**src/rtl/adc_if_pkg.sv**
```systemverilog
// Shared types and default parameters for the parallel ADC/DAC pin interfaces.
package adc_if_pkg;

    typedef enum logic [2:0] {
        IDLE      = 3'd0,
        CONVST    = 3'd1,
        WAIT_RISE = 3'd2,
        WAIT_FALL = 3'd3,
        READ      = 3'd4
    } state_t;

    localparam int DEF_DATA_W           = 14;
    localparam int DEF_CONVST_CYCLES    = 2;
    localparam int DEF_RD_ACCESS_CYCLES = 3;
    localparam int DEF_TIMEOUT_CYCLES   = 255;

    function automatic int max3(input int a, input int b, input int c);
        int m;
        m = (a > b) ? a : b;
        return (m > c) ? m : c;
    endfunction

endpackage

```
**src/rtl/sync_2ff.sv**
```systemverilog
// Two-flop synchroniser for a single asynchronous status pin; resets to 0.
module sync_2ff (
    input  logic clk,
    input  logic reset,
    input  logic d_i,
    output logic q_o
);

    logic meta_q;
    logic sync_q;

    always_ff @(posedge clk) begin
        if (reset) begin
            meta_q <= 1'b0;
            sync_q <= 1'b0;
        end else begin
            meta_q <= d_i;
            sync_q <= meta_q;
        end
    end

    assign q_o = sync_q;

endmodule

```
**src/rtl/adc_parallel_reader.sv**
```systemverilog
// Drives a parallel-output SAR ADC through CONVST, BUSY handshake and a timed
// CS/RD read, presenting each captured word with a one-cycle valid pulse.
module adc_parallel_reader
    import adc_if_pkg::*;
#(
    parameter int DATA_W           = DEF_DATA_W,
    parameter int CONVST_CYCLES    = DEF_CONVST_CYCLES,
    parameter int RD_ACCESS_CYCLES = DEF_RD_ACCESS_CYCLES,
    parameter int TIMEOUT_CYCLES   = DEF_TIMEOUT_CYCLES
) (
    input  logic              clk,
    input  logic              reset,
    input  logic              start,
    input  logic              adc_busy,
    input  logic [DATA_W-1:0] adc_data,
    output logic              adc_convst_n,
    output logic              adc_cs_n,
    output logic              adc_rd_n,
    output logic [DATA_W-1:0] sample_out,
    output logic              sample_valid,
    output logic              busy,
    output logic              timeout_err
);

    localparam int CNT_MAX = max3(TIMEOUT_CYCLES, CONVST_CYCLES, RD_ACCESS_CYCLES);
    localparam int CNT_W   = $clog2(CNT_MAX + 1);

    localparam logic [CNT_W-1:0] CNT_ONE   = CNT_W'(1);
    localparam logic [CNT_W-1:0] CONV_LOAD = CNT_W'(CONVST_CYCLES - 1);
    localparam logic [CNT_W-1:0] RD_LOAD   = CNT_W'(RD_ACCESS_CYCLES - 1);
    localparam logic [CNT_W-1:0] TO_LAST   = CNT_W'(TIMEOUT_CYCLES - 1);

    state_t            state_q, state_d;
    logic [CNT_W-1:0]  cnt_q, cnt_d;
    logic              convst_n_q, convst_n_d;
    logic              cs_n_q, cs_n_d;
    logic              rd_n_q, rd_n_d;
    logic [DATA_W-1:0] sample_q, sample_d;
    logic              valid_q, valid_d;
    logic              busy_q, busy_d;
    logic              terr_q, terr_d;
    logic              busy_s;

    sync_2ff u_busy_sync (
        .clk   (clk),
        .reset (reset),
        .d_i   (adc_busy),
        .q_o   (busy_s)
    );

    always_comb begin
        state_d    = state_q;
        cnt_d      = cnt_q;
        convst_n_d = convst_n_q;
        cs_n_d     = cs_n_q;
        rd_n_d     = rd_n_q;
        sample_d   = sample_q;
        valid_d    = 1'b0;
        busy_d     = busy_q;
        terr_d     = terr_q;

        case (state_q)
            IDLE: begin
                if (start) begin
                    convst_n_d = 1'b0;
                    busy_d     = 1'b1;
                    terr_d     = 1'b0;
                    cnt_d      = CONV_LOAD;
                    state_d    = CONVST;
                end
            end
            CONVST: begin
                if (cnt_q == '0) begin
                    convst_n_d = 1'b1;
                    state_d    = WAIT_RISE;
                end else begin
                    cnt_d = cnt_q - CNT_ONE;
                end
            end
            // Waiting for the rise first keeps a stale low BUSY from being read as "done".
            WAIT_RISE: begin
                if (busy_s) begin
                    cnt_d   = '0;
                    state_d = WAIT_FALL;
                end else if (cnt_q == TO_LAST) begin
                    cnt_d   = '0;
                    terr_d  = 1'b1;
                    busy_d  = 1'b0;
                    state_d = IDLE;
                end else begin
                    cnt_d = cnt_q + CNT_ONE;
                end
            end
            WAIT_FALL: begin
                if (!busy_s) begin
                    cs_n_d  = 1'b0;
                    rd_n_d  = 1'b0;
                    cnt_d   = RD_LOAD;
                    state_d = READ;
                end else if (cnt_q == TO_LAST) begin
                    cnt_d   = '0;
                    terr_d  = 1'b1;
                    busy_d  = 1'b0;
                    state_d = IDLE;
                end else begin
                    cnt_d = cnt_q + CNT_ONE;
                end
            end
            READ: begin
                if (cnt_q == '0) begin
                    sample_d = adc_data;
                    valid_d  = 1'b1;
                    cs_n_d   = 1'b1;
                    rd_n_d   = 1'b1;
                    busy_d   = 1'b0;
                    state_d  = IDLE;
                end else begin
                    cnt_d = cnt_q - CNT_ONE;
                end
            end
            default: begin
                cnt_d   = '0;
                state_d = IDLE;
            end
        endcase
    end

    always_ff @(posedge clk) begin
        if (reset) begin
            state_q    <= IDLE;
            cnt_q      <= '0;
            convst_n_q <= 1'b1;
            cs_n_q     <= 1'b1;
            rd_n_q     <= 1'b1;
            sample_q   <= '0;
            valid_q    <= 1'b0;
            busy_q     <= 1'b0;
            terr_q     <= 1'b0;
        end else begin
            state_q    <= state_d;
            cnt_q      <= cnt_d;
            convst_n_q <= convst_n_d;
            cs_n_q     <= cs_n_d;
            rd_n_q     <= rd_n_d;
            sample_q   <= sample_d;
            valid_q    <= valid_d;
            busy_q     <= busy_d;
            terr_q     <= terr_d;
        end
    end

    assign adc_convst_n = convst_n_q;
    assign adc_cs_n     = cs_n_q;
    assign adc_rd_n     = rd_n_q;
    assign sample_out   = sample_q;
    assign sample_valid = valid_q;
    assign busy         = busy_q;
    assign timeout_err  = terr_q;

endmodule

```
**config.mk**
```make
export PLATFORM = sky130hd
export DESIGN_NAME = adc_parallel_reader
export DESIGN_NICKNAME = d
export VERILOG_FILES = /design/src/rtl/adc_if_pkg.sv /design/src/rtl/sync_2ff.sv /design/src/rtl/adc_parallel_reader.sv
export SDC_FILE = /design/constraint.sdc
export NUM_CORES = 1
export LEC_CHECK = 0
export ABC_AREA = 0
export BUFFER_PORTS_ARGS = -buffer_cell sky130_fd_sc_hd__buf_2
export CAP_MARGIN = 25
export CORE_UTILIZATION = 53
export CTS_CLUSTER_DIAMETER = 50
export DETAILED_ROUTE_END_ITERATION = 8
export GPL_ROUTABILITY_DRIVEN = 0
export PLACE_DENSITY = 0.78
export SETUP_SLACK_MARGIN = 0.02
export SLEW_MARGIN = 20
export SYNTH_ARGS = -nofsm -noshare
export SYNTH_HDL_FRONTEND = slang
export SYNTH_SLANG_ARGS = --single-unit
```
**constraint.sdc**
```tcl
create_clock -name clk -period 2.4 [get_ports clk]
set_input_delay 0.24 -clock clk [delete_from_list [all_inputs] [get_ports clk]]
set_output_delay 0.24 -clock clk [all_outputs]
set_load 0.02 [all_outputs]
```
==> results.txt, run 1 <==
Measured on the finished design, the core utilization comes to 64.1%. The logs give 0.520 mV for the worst voltage drop across the vdd grid and 6.15 mm for the wire length of the first global-routing pass. By area, the combinational part of the netlist is dominated by compound AO/OA/AOI/OAI gates. The setup path with the least slack is of type flop to flop. The total overflow left after global routing is 0. The synthesis-to-layout area growth came out at 15.5%.

The minimum clock period was 2.31 ns. Type of the worst min-delay path: input port to flop. Hold is met by 0.113 ns. The share of the synthesized area in the top cell type is 37.8%. TritonCTS built the clock tree. After floorplanning, the core was sized to cover 0.00305 mm^2.

In this run the worst setup path begins at cnt_q[0]$_SDFFE_PP0P_. Among all flip-flop cells after synthesis, the most frequent one is dfxtp_1. The total power divided by cell area is 1110 mW/mm^2, and the async set or reset register ratio after synthesis is 0%. Of all cell types, the one taking the most synthesized area is dfxtp_1. The height of the die was 58.5 um; the worst-case setup margin in the final layout was 0.0885 ns.

The worst setup path is captured at a flop. The worst setup path is launched from a flop. Clock skew on the completed layout was measured at 0.0115 ns.

The die covers 0.00342 mm^2. For the pin with the worst max-slew slack, the measured transition is 0.575 ns. The number of detailed-route iterations in the first pass is 4, and the placed wire-length estimate after detailed placement is 2.52 mm. Synthesized flop and latch total: 32. Largest fanout on the critical path: 10. Summed over all cells, the static leakage comes to 0.000804 uW. After detailed routing, the total wire length is 3.66 mm. For this design the top-level I/O count stands at 38. The run gives 0 as the number of antenna violations at the first check in global routing. The overall power of the completed layout was 2170 uW; the post-synth net total was 211.

The most critical setup path has its endpoint at cnt_q[5]$_SDFFE_PP0P_. Entering global routing, the biggest net connects 21 pins. The number of global-route vias before repair came out at 1424. Summed over all failing endpoints, the final setup total negative slack is 0 ns. The xor and xnor fraction of the mapped netlist area works out to 3.62%. The share of the Yosys chip area taken by registers is 37.8%. The total count of hold-check failures in the final report was 0; the final number of max-transition violations was 0.

In the final layout, the share of cells above drive strength 1 is 27.8%. After synthesis, the cell types taking the most area are dfxtp_1 38%, a22o_1 7.2%, a21oi_1 4.4%, nor2_1 4.0%, ha_1 3.0%. The worst reg2reg path depth is 8.

After layout, the worst path uses 96.3% of the clock period. The simple-gate share of the synthesized area came out at 21.4%. For this run, the total global-route usage over all layers was measured as 23.7%. Summing the areas of all fa, ha and maj instances in the mapped netlist gives 3.55% of the synthesized area. The number of clock buffers added by TritonCTS is 5. In the synthesized netlist, mux cells make up 1.18% of the area. The run gives 0.00169 mm^2 as the mapped cell area. In the routed design, unresolved DRC markers number 0.

The count of nets left with antenna violations once routing finished came out at 0. The data required time of the worst path was 2.61 ns; the number of vias per cell was 5.72. In this run the number of H-tree levels came out at 2. In this run the register-to-register setup slack is 0.09 ns. The worst register-to-register path begins at cnt_q[0]$_SDFFE_PP0P_. The number of design-rule violations left by the first detailed-router iteration is 138. The pre-CTS setup slack came out at 0.0894 ns. The compound-cell area share of the yosys netlist works out to 25.5%. Once the floorplan was initialized, standard cells occupied 55.5% of the core. Averaged over all synthesized cells, the footprint is 8.96 um^2.

For the number of clock sinks, the log shows 32. The run finished with clean final reports. Yosys printed 0 warnings.

The clock passes through at most 2 buffers. The count of distinct cell types in the synthesized netlist came out at 51. Timing would allow up to 0.433 GHz. Data arrival time of the critical path: 2.52 ns.

Across the run, the number of max-cap violations was 0. The number of buffers added on ports is 37. The number of antenna diodes in the final layout is 0.

The clock reaches the later pin of the worst-skew pair after 0.33 ns. Clock-pin slew was measured on the worst setup and hold paths at 0.10 ns. The endpoint identified for the worst register-to-register timing path is cnt_q[5]$_SDFFE_PP0P_. Counting flops with a built-in enable in the synthesized netlist gives 0.

CTS placed an instance of clkbuf_4 at the clock tree root. The number of vias after detailed routing is 1526. The number of rows in the core area came out at 20. In this run the tightest slew margin relative to its limit is 61.6%. The die span in x was 58.5 um. Setup violations remaining at the end of the flow were counted as 0. At the end of the flow, the number of nets in the layout was 244. After detailed routing, the average wire length per cell comes to 13.7 um. Synthesis produced 189 cells.
[logic make-up after synthesis]
logic type / count (synthesis)
compound gates: 60
xor+xnor: 7
fa+ha+maj: 5
buf+inv: 22
flops: 32
mux: 2
simple gates: 61
[cells in the final DEF, fill, tap and decap left out, types with 2 or more instances in the layout]
cell,netlist,layout
nor2_1,18,17
or3_1,3,3
or3b_2,2,2
ha_1,4,4
nand2b_1,4,4
o21ai_1,3,3
buf_2,4,37
xnor2_1,5,5
a211oi_2,2,2
nand2_1,6,6
o22ai_1,3,3
o21bai_1,4,4
clkbuf_4,0,5
a21oi_1,15,15
mux2i_1,2,2
o211ai_1,2,2
inv_1,7,7
nor4_1,4,4
nand3_1,4,4
a22oi_1,2,2
xor2_1,2,2
dfxtp_1,32,32
nor3_1,4,4
o21ai_0,5,5
buf_4,2,3
nor2b_1,4,4
a22o_1,14,14
[flip-flops by register name (all words and copies together) (netlist names)]
| register | cells |
|---|---|
| state_q | 3 |
| timeout_err | 1 |
| adc_convst_n | 1 |
| busy | 1 |
| u_busy_sync.q_o | 1 |
| adc_rd_n | 1 |
| u_busy_sync.meta_q | 1 |
| sample_out | 14 |
| cnt_q | 8 |
| sample_valid | 1 |
[per-stage QoR]
stage | std cells | instance area (um^2)
final | 267 | 1960
after global routing | 267 | 1960
after CTS | 265 | 1920
after detailed placement | 257 | 1860
after global placement | 257 | 1860
after floorplan | 189 | 1690
[worst min-delay path by stage]
stage	start	to	slack (ns)	cells past startpoint
final	adc_data[9]	sample_out[9]$_SDFFE_PP0P_	0.11	2
after global routing	adc_data[0]	sample_out[0]$_SDFFE_PP0P_	0.08	2
after CTS	adc_data[9]	sample_out[9]$_SDFFE_PP0P_	0.09	2
after detailed placement	u_busy_sync.meta_q$_SDFF_PP0_	u_busy_sync.q_o$_SDFF_PP0_	0.43	1
after global placement	u_busy_sync.meta_q$_SDFF_PP0_	u_busy_sync.q_o$_SDFF_PP0_	0.42	1
after floorplan	adc_data[10]	sample_out[10]$_SDFFE_PP0P_	0.37	1
[power by group]
part | total, uW | internal, uW | switching [uW]
registers | 773 | 610 | 163
clock network | 319 | 143 | 175
logic | 1080 | 490 | 591
total | 2170 | 1240 | 930
[Yosys cell counts, types with 2 or more instances]
library cell / count
nand2_1: 6
buf_2: 4
xor2_1: 2
nand3_1: 4
nor2_1: 18
nor3_1: 4
a211oi_2: 2
inv_1: 7
o211ai_1: 2
a21oi_1: 15
or3b_2: 2
ha_1: 4
clkbuf_1: 6
o21ai_0: 5
mux2i_1: 2
buf_6: 3
a22oi_1: 2
buf_4: 2
nor4_1: 4
a22o_1: 14
nor2b_1: 4
o22ai_1: 3
dfxtp_1: 32
o21bai_1: 4
nand2b_1: 4
or3_1: 3
xnor2_1: 5
o21ai_1: 3
[layout make-up]
cell class / count / area, um^2
Clock buffer: 7 / 55.1
Clock inverter: 1 / 7.51
Fill cell: 254 / 1100
Inverter: 7 / 26.3
Multi-Input combinational cell: 135 / 943
Sequential cell: 32 / 641
Tap cell: 44 / 55.1
Timing Repair Buffer: 41 / 228
[layer usage]
metal,track usage (%),vias to the layer above,share of wire [%]
li1,-,754,-
met1,30.8,705,45
met2,36.5,63,48
met3,7.47,4,5.7
met4,9.86,0,0.71
met5,0,-,0
[worst max-delay path, stage by stage, from the launching register on]
cell      delay (ns)
dfxtp_1         0.42
inv_1           0.18
ha_1            0.16
or3b_2          0.57
nor3_4          0.23
a311o_2         0.27
buf_12          0.15
o21bai_1        0.13
a21oi_1         0.09
[repair_timing]
item,in CTS,in global routing
setup buffers,0,2
hold buffers,0,0
setup endpoints to repair,0,17
resized for setup,0,2
Note: power is estimated with default switching activity, not from simulation.
==> run 2, diff against run 1 <==
- SETUP_SLACK_MARGIN: 0.02 -> 0.1
==> run 2 against run 1 <==
Effect of this change:
- flip-flop and latch count is the same
- critical path depth is the same
- setup slack gained 0.12 ns
- global-route usage shrank 0.093 points
- die area is the same
- maximum frequency grew 5.5%
- largest cell class unchanged
==> results.txt, run 2 (same netlist as run 1, synthesis figures left out) <==
The final total negative setup slack is 0 ns, and the number of buffers added on ports is 37. For this block, the initial DRC count from the detailed router was 99. The routed design uses 1.72 mm of met2 wire.

Number of CTS-inserted buffers: 5. The fmax was 0.457 GHz. Measured slew at the worst slew-check pin: 0.585 ns. After clock tree synthesis, the clock-pin slew on the worst setup and hold paths is 0.10 ns. Number of antenna violations at the first check in global routing: 0.

The pre-antenna-repair detailed-routing pass consisted of 4 iterations. The worst voltage drop across the vdd grid was 0.521 mV; the number of diodes was 0. The flip-flop count of the largest register after layout was 14; the number of clock sinks was 32. The number of vias after detailed routing came out at 1538.

The buffer and inverter count on the worst path is 2, and the worst reg2reg path depth is 8. The worst path in the final design needs a cycle of 2.19 ns, including I/O delays and setup. The data arrival time of the critical path is 2.47 ns, and the total count of hold-check failures in the final report is 0.

In this design, the stage delay of the slowest critical-path cell is 0.50 ns. Using the TritonRoute via totals, the vias-per-cell ratio works out to 5.76. The run gives 0.00305 mm^2 as the area of the placeable core. Once detail routing completed, the nets flagged for antenna violations numbered 0. Once layout is complete, the utilization of the core stands at 64.2%. Along the worst hold path, the cell count comes to 2. In this run the static leakage power is 0.000805 uW.

The tools report the worst hold endpoint as sample_out[9]$_SDFFE_PP0P_. Critical path startpoint category: a flop. For the sum of routed wire length over all layers, the log shows 3.69 mm.

The highest metal layer with signal wires was met4. Maximum root-to-sink buffer count: 2. The kind of end point of the critical path is a flop. Hold repair after CTS inserted 0 buffers. In this run the critical register-to-register path is launched from cnt_q[1]$_SDFFE_PP0P_. The tools report the final number of max-transition violations as 0.

In the global route stage, overall resource usage came out at 23.6%. The layout has 252 filler cells. The worst-case register-to-register setup slack was 0.21 ns; the worst hold-check slack was 0.105 ns.

The maximum number of pins on one net before global-route repair came out at 21. The routed wire length on met3 came out at 256 um. The worst register-to-register path ends at cnt_q[5]$_SDFFE_PP0P_. The run gives 0.0124 ns as the worst-case clock skew. The tree is rooted in a clkbuf_4. In the final routed layout, each cell accounts on average for 13.8 um. TritonCTS built the clock tree. In this run the worst path has a maximum fanout of 9. The tool flagged a number of max-cap violations equal to 0.

Share of the cycle needed by the critical path after routing: 91.3%. OpenSTA, run right after detailed placement, puts the worst setup slack at 0.0894 ns. The run finished with clean final reports. For the number of global-route vias before repair, the log shows 1420. 38 I/O pins were placed.

The detailed router put a total of 1.66 mm of wire on met1. Type of the worst setup path: flop to flop. Cells with a size suffix above 1 make up 28.3% of the layout.

The slowest stage of the critical path is the dfxtp_1 cell. The cell family contributing the most delay on the critical path is compound AO/OA/AOI/OAI gates. Setup repair after global routing left no endpoint under its margin. After floorplanning, the core was divided into 20 placement rows.

For the normalized max-slew margin, the log shows 60.9%. The total power divided by cell area came out at 1120 mW/mm^2. Setup slack closes at 0.209 ns.

Detailed placement finished with a half-perimeter wire length of 2.52 mm. The tools report the area of the die as 0.00342 mm^2. In this run the most critical hold path is launched from adc_data[9]. Data on the critical path is required at its endpoint by 2.67 ns. The min-delay analysis places its worst path in the category input port to flop.

The initial standard-cell utilization of the core came out at 55.5%. The synthesis-to-layout area growth is 15.7%. The most common cell after layout, fill and taps aside is buf_2. Leaving out fill and tap cells, the most frequent cells in the layout are 37 x buf_2, 31 x dfxtp_1, 17 x nor2_1. The final layout contains 244 nets. Height of the die: 58.5 um. After detailed routing, the number of remaining DRC violations is 0. From left edge to right edge, the die measures 58.5 um. The clock latency on the worst-skew pair is 0.33 ns, and the number of H-tree levels is 2. The total of endpoints with negative setup slack in the final report is 0, and the total congestion overflow after global routing is 0. Walking the worst path, the cells encountered are inv_1 > ha_1 > or3b_4 > nor2_4 > a311o_2 > buf_12 > o21bai_1 > a21oi_1. The first global-routing pass estimated 6.13 mm of wire.
## run 2: cell counts in the layout (fill, tap and decap cells not counted)
No cell type changed its count.
## run 2: worst reg2reg max path, stage by stage, from the launching register on
cell and delay [ns]:
dfxtp_1 0.50, inv_1 0.14, ha_1 0.19, or3b_4 0.30, nor2_4 0.06, a311o_2 0.47
buf_12 0.17, o21bai_1 0.17, a21oi_1 0.14
## run 2: how the worst max path moves through the flow
| stage | startpoint | end | slack [ns] | cells after the start |
|---|---|---|---|---|
| final | cnt_q[1]$_SDFFE_PP0P_ | cnt_q[5]$_SDFFE_PP0P_ | 0.21 | 8 |
| after global routing | cnt_q[1]$_SDFFE_PP0P_ | cnt_q[5]$_SDFFE_PP0P_ | 0.11 | 8 |
| after CTS | cnt_q[0]$_SDFFE_PP0P_ | cnt_q[3]$_SDFFE_PP0P_ | 0.11 | 7 |
| after detailed placement | cnt_q[0]$_SDFFE_PP0P_ | sample_out[10]$_SDFFE_PP0P_ | 0.09 | 6 |
| after global placement | cnt_q[0]$_SDFFE_PP0P_ | sample_out[12]$_SDFFE_PP0P_ | 0.23 | 6 |
| after floorplan | cnt_q[0]$_SDFFE_PP0P_ | cnt_q[4]$_SDFFE_PP0P_ | 0.31 | 9 |
## run 2: metrics by stage
stage          total power (uW)  instances  area (um^2)
2_1_floorplan              1620        189         1690
5_1_grt                    2360        267         1960
3_5_place_dp               1760        257         1860
4_1_cts                    2090        265         1920
3_3_place_gp               1710        257         1860
6_report                   2190        267         1960
## run 2: what timing repair did
action | in CTS | in global routing
gates resized for setup | 1 | 3
buffers inserted | 0 | 2
setup endpoints to repair | 14 | 7
pin swaps | 0 | 1
cloned | 0 | 0
## run 2: where the power goes
group	leakage [uW]	internal (uW)	switching, uW
registers	0.000260	612	165
logic	0.000513	499	590
clock network	0.0000315	143	180
## run 2: routing by layer
metal  vias up  GRT usage [%]
li1        758              -
met1       698           30.8
met4         0           9.86
met3         7           7.47
met2        75           36.1
met5         -              0
## run 2: layout make-up
cell class | instances | area, um^2 | area share [%]
clock inverters | 1 | 7.51 | 0.383
flip-flops and latches | 32 | 642 | 32.8
multi-input cells | 135 | 946 | 48.3
well taps | 44 | 55.1 | 2.81
clock buffers | 7 | 55.1 | 2.81
repair buffers | 41 | 228 | 11.6
inverters | 7 | 26.3 | 1.34
==> run 3, diff against run 2 <==
- CTS_BUF_LIST: not set -> sky130_fd_sc_hd__clkbuf_8 sky130_fd_sc_hd__clkbuf_16
==> run 3 against run 2 <==
Effect of this change:
- die area stayed put
- first-iteration DRC count is 5.1% lower
- critical path depth is 1 lower
- worst hold slack better by 0.056 ns
- via count is 0.98% higher
- flip-flop and latch count stayed put
- sequential share of layout area is 0.35 points lower
- register-to-register slack better by 0.04 ns
- final cell count stayed put
- clock power is 31% higher
- non-clock buffer count is 1 lower
- count of clock-buffer cells in the layout is 1 lower
- largest cell class unchanged
- highest routed layer unchanged
==> results.txt, run 3 (same netlist as run 1, synthesis figures left out) <==
For met3 alone, demand over resource in global routing was 6.15%. The share of the cycle needed by the critical path after routing is 89.7%, and the non-filler instance count after layout is 267. The register with the most flip-flops in the layout has 14 of them. The run gives 37.8% as the met2 usage in global routing.

Kind of end point of the critical path: a flop. The detail route stage leaves a number of antenna-violating nets equal to 0. VDD sags by at most 0.591 mV. The measured slew at the worst slew-check pin was 0.639 ns. Of the cells placed in the final design, the portion with a size suffix greater than 1 is 27.8%.

The die covers 0.00342 mm^2. Subtracting the final worst setup slack from the clock period gives 2.15 ns. Setup violations remaining at the end of the flow were counted as 0. Dividing the detail-routed wire length by the instance count gives 14.4 um. The wire length of the first global-routing pass came out at 6.31 mm.

The clock drives 32 sinks. Clock-pin slew was measured on the worst setup and hold paths at 0.07 ns. The delay contributed by the slowest stage of the critical path is 0.56 ns, and the normalized max-slew margin is 57.0%.

For the placed wire-length estimate after detailed placement, the log shows 2.52 mm. In this run, CTS created clock tree buffers numbering 5. Broken down by cell family, the worst path's largest delay share belongs to simple AND/OR/NAND/NOR gates. For the number of global-route vias before repair, the log shows 1442. The area of the placeable core came out at 0.00305 mm^2. The initialized floorplan defines 20 standard-cell rows. For this run, the total global-route usage over all layers was measured as 24.2%. The logs give 0 for the final routed DRC violation total and 94 for the number of design-rule violations left by the first detailed-router iteration.

Slowest cell on the critical path: or3b_2. Setup repair after global routing left no endpoint under its margin. From bottom edge to top edge, the die measures 58.5 um. Data on the critical path arrives at its endpoint at 2.36 ns. The final layout contains routed wiring with a total length of 3.85 mm. Once placement completed, the tool counted placed cells totaling 257. In this run, post-CTS hold repair placed 0 buffers. The run gives 0 as the final number of max-transition violations.

The most common cell after layout, fill and taps aside is buf_2. The flow ran to the end, and the final reports show no timing, DRC or antenna violations. The logs give 2 for the number of H-tree levels and 4 for the number of detailed-route iterations in the first pass.

The number of diodes was 0; the number of buffers added on ports was 37. The synthesis-to-layout area growth came out at 16.8%. The logs give 244 for the number of nets in the layout and 0 for the total count of hold-check failures in the final report. The worst setup path is launched from a flop. The tightest min-delay check is of the input port to flop type.

The number of antenna violations at the first check in global routing is 0. The critical path goes through inv_2 > ha_1 > or3b_2 > nor2_4 > a311o_1 > nor2_1 > a211oi_2. The met1 usage is 32.0%.

The longest clock path from root to sink contains 2 buffers. TritonCTS built the clock tree. The completed layout was analyzed and its total power is 2260 uW. Number of vias per cell: 5.82. The buffer and inverter count on the worst path is 1. 38 I/O pins were placed.

The die span in x was 58.5 um; the initial standard-cell utilization of the core was 55.5%. For this design the ratio of total power to cell area is 1140 mW/mm^2. The most utilized layer in the global route result is met2. Root cell of the clock tree: clkbuf_8. Of all nets on the critical path, the largest fanout is 10. Summed over all failing endpoints, the final setup total negative slack is 0 ns. The later pin in the worst-skew pair is clocked with a latency of 0.28 ns. The critical path is of the flop to flop type. The max-cap check violation count was 0.

The static leakage was 0.000813 uW. Worst-case clock skew: 0.00570 ns. In the layout the commonest cells are 37 x buf_2, 32 x dfxtp_1, 17 x nor2_1. For the worst setup path, the data required time is 2.61 ns. The fmax was 0.464 GHz. The detailed router placed 1553 vias in this run. The tools report the total congestion overflow after global routing as 0. The maximum number of pins on one net before global-route repair was 21.
-- run 3: cell count changes in the layout (fill, tap and decap cells not counted), sizes merged --
cell | previous run | this run
a311o | 1 | 2
clkbuf | 7 | 6
buf | 41 | 40
inv | 7 | 8
-- run 3: stage by stage --
| stage | setup WS [ns] | util, % | area [um^2] | hold WS, ns |
|---|---|---|---|---|
| floorplan | 0.311 | - | 1690 | 0.366 |
| global placement | 0.235 | 60.8 | 1860 | 0.419 |
| detailed placement | 0.0894 | 60.8 | 1860 | 0.428 |
| CTS | 0.132 | 64.0 | 1950 | 0.147 |
| global route | 0.110 | 64.8 | 1980 | 0.153 |
| finish | 0.247 | 64.8 | 1980 | 0.161 |
-- run 3: final cells by class --
type | instances | area, um^2
fill | 258 | 1080
timing repair buffer | 40 | 208
tap | 44 | 55.1
inverter | 7 | 26.3
clock buffer | 6 | 82.6
sequential | 32 | 641
clock inverter | 2 | 11.3
multi-input combinational | 136 | 953
-- run 3: report_power, final --
part	internal [uW]	leakage (uW)	total, uW	switching [uW]
Clock	228	0.0000486	422	194
Combinational	458	0.000505	1060	602
Sequential	610	0.000260	780	169
-- run 3: layer usage --
layer,wire [um],vias up
li1,-,760
met5,0,-
met1,1740,724
met3,252,4
met4,51,0
met2,1810,65
-- run 3: path summary, 6_finish.rpt --
kind / from / end / slack [ns] / cells past startpoint
worst max-delay path: cnt_q[0]$_SDFFE_PP0P_ / cnt_q[1]$_SDFFE_PP0P_ / 0.25 / 7
worst min-delay path: adc_data[9] / sample_out[9]$_SDFFE_PP0P_ / 0.16 / 2
worst max register to register: cnt_q[0]$_SDFFE_PP0P_ / cnt_q[1]$_SDFFE_PP0P_ / 0.25 / 7
worst min register to register: u_busy_sync.meta_q$_SDFF_PP0_ / u_busy_sync.q_o$_SDFF_PP0_ / 0.44 / 1
-- run 3: timing repair --
item | CTS | global route
gates cloned | 0 | 1
endpoints found under the hold margin | 0 | 0
gates resized for setup | 1 | 2
buffers inserted | 0 | 1
endpoints found under the setup margin | 14 | 7
pin swaps | 0 | 2
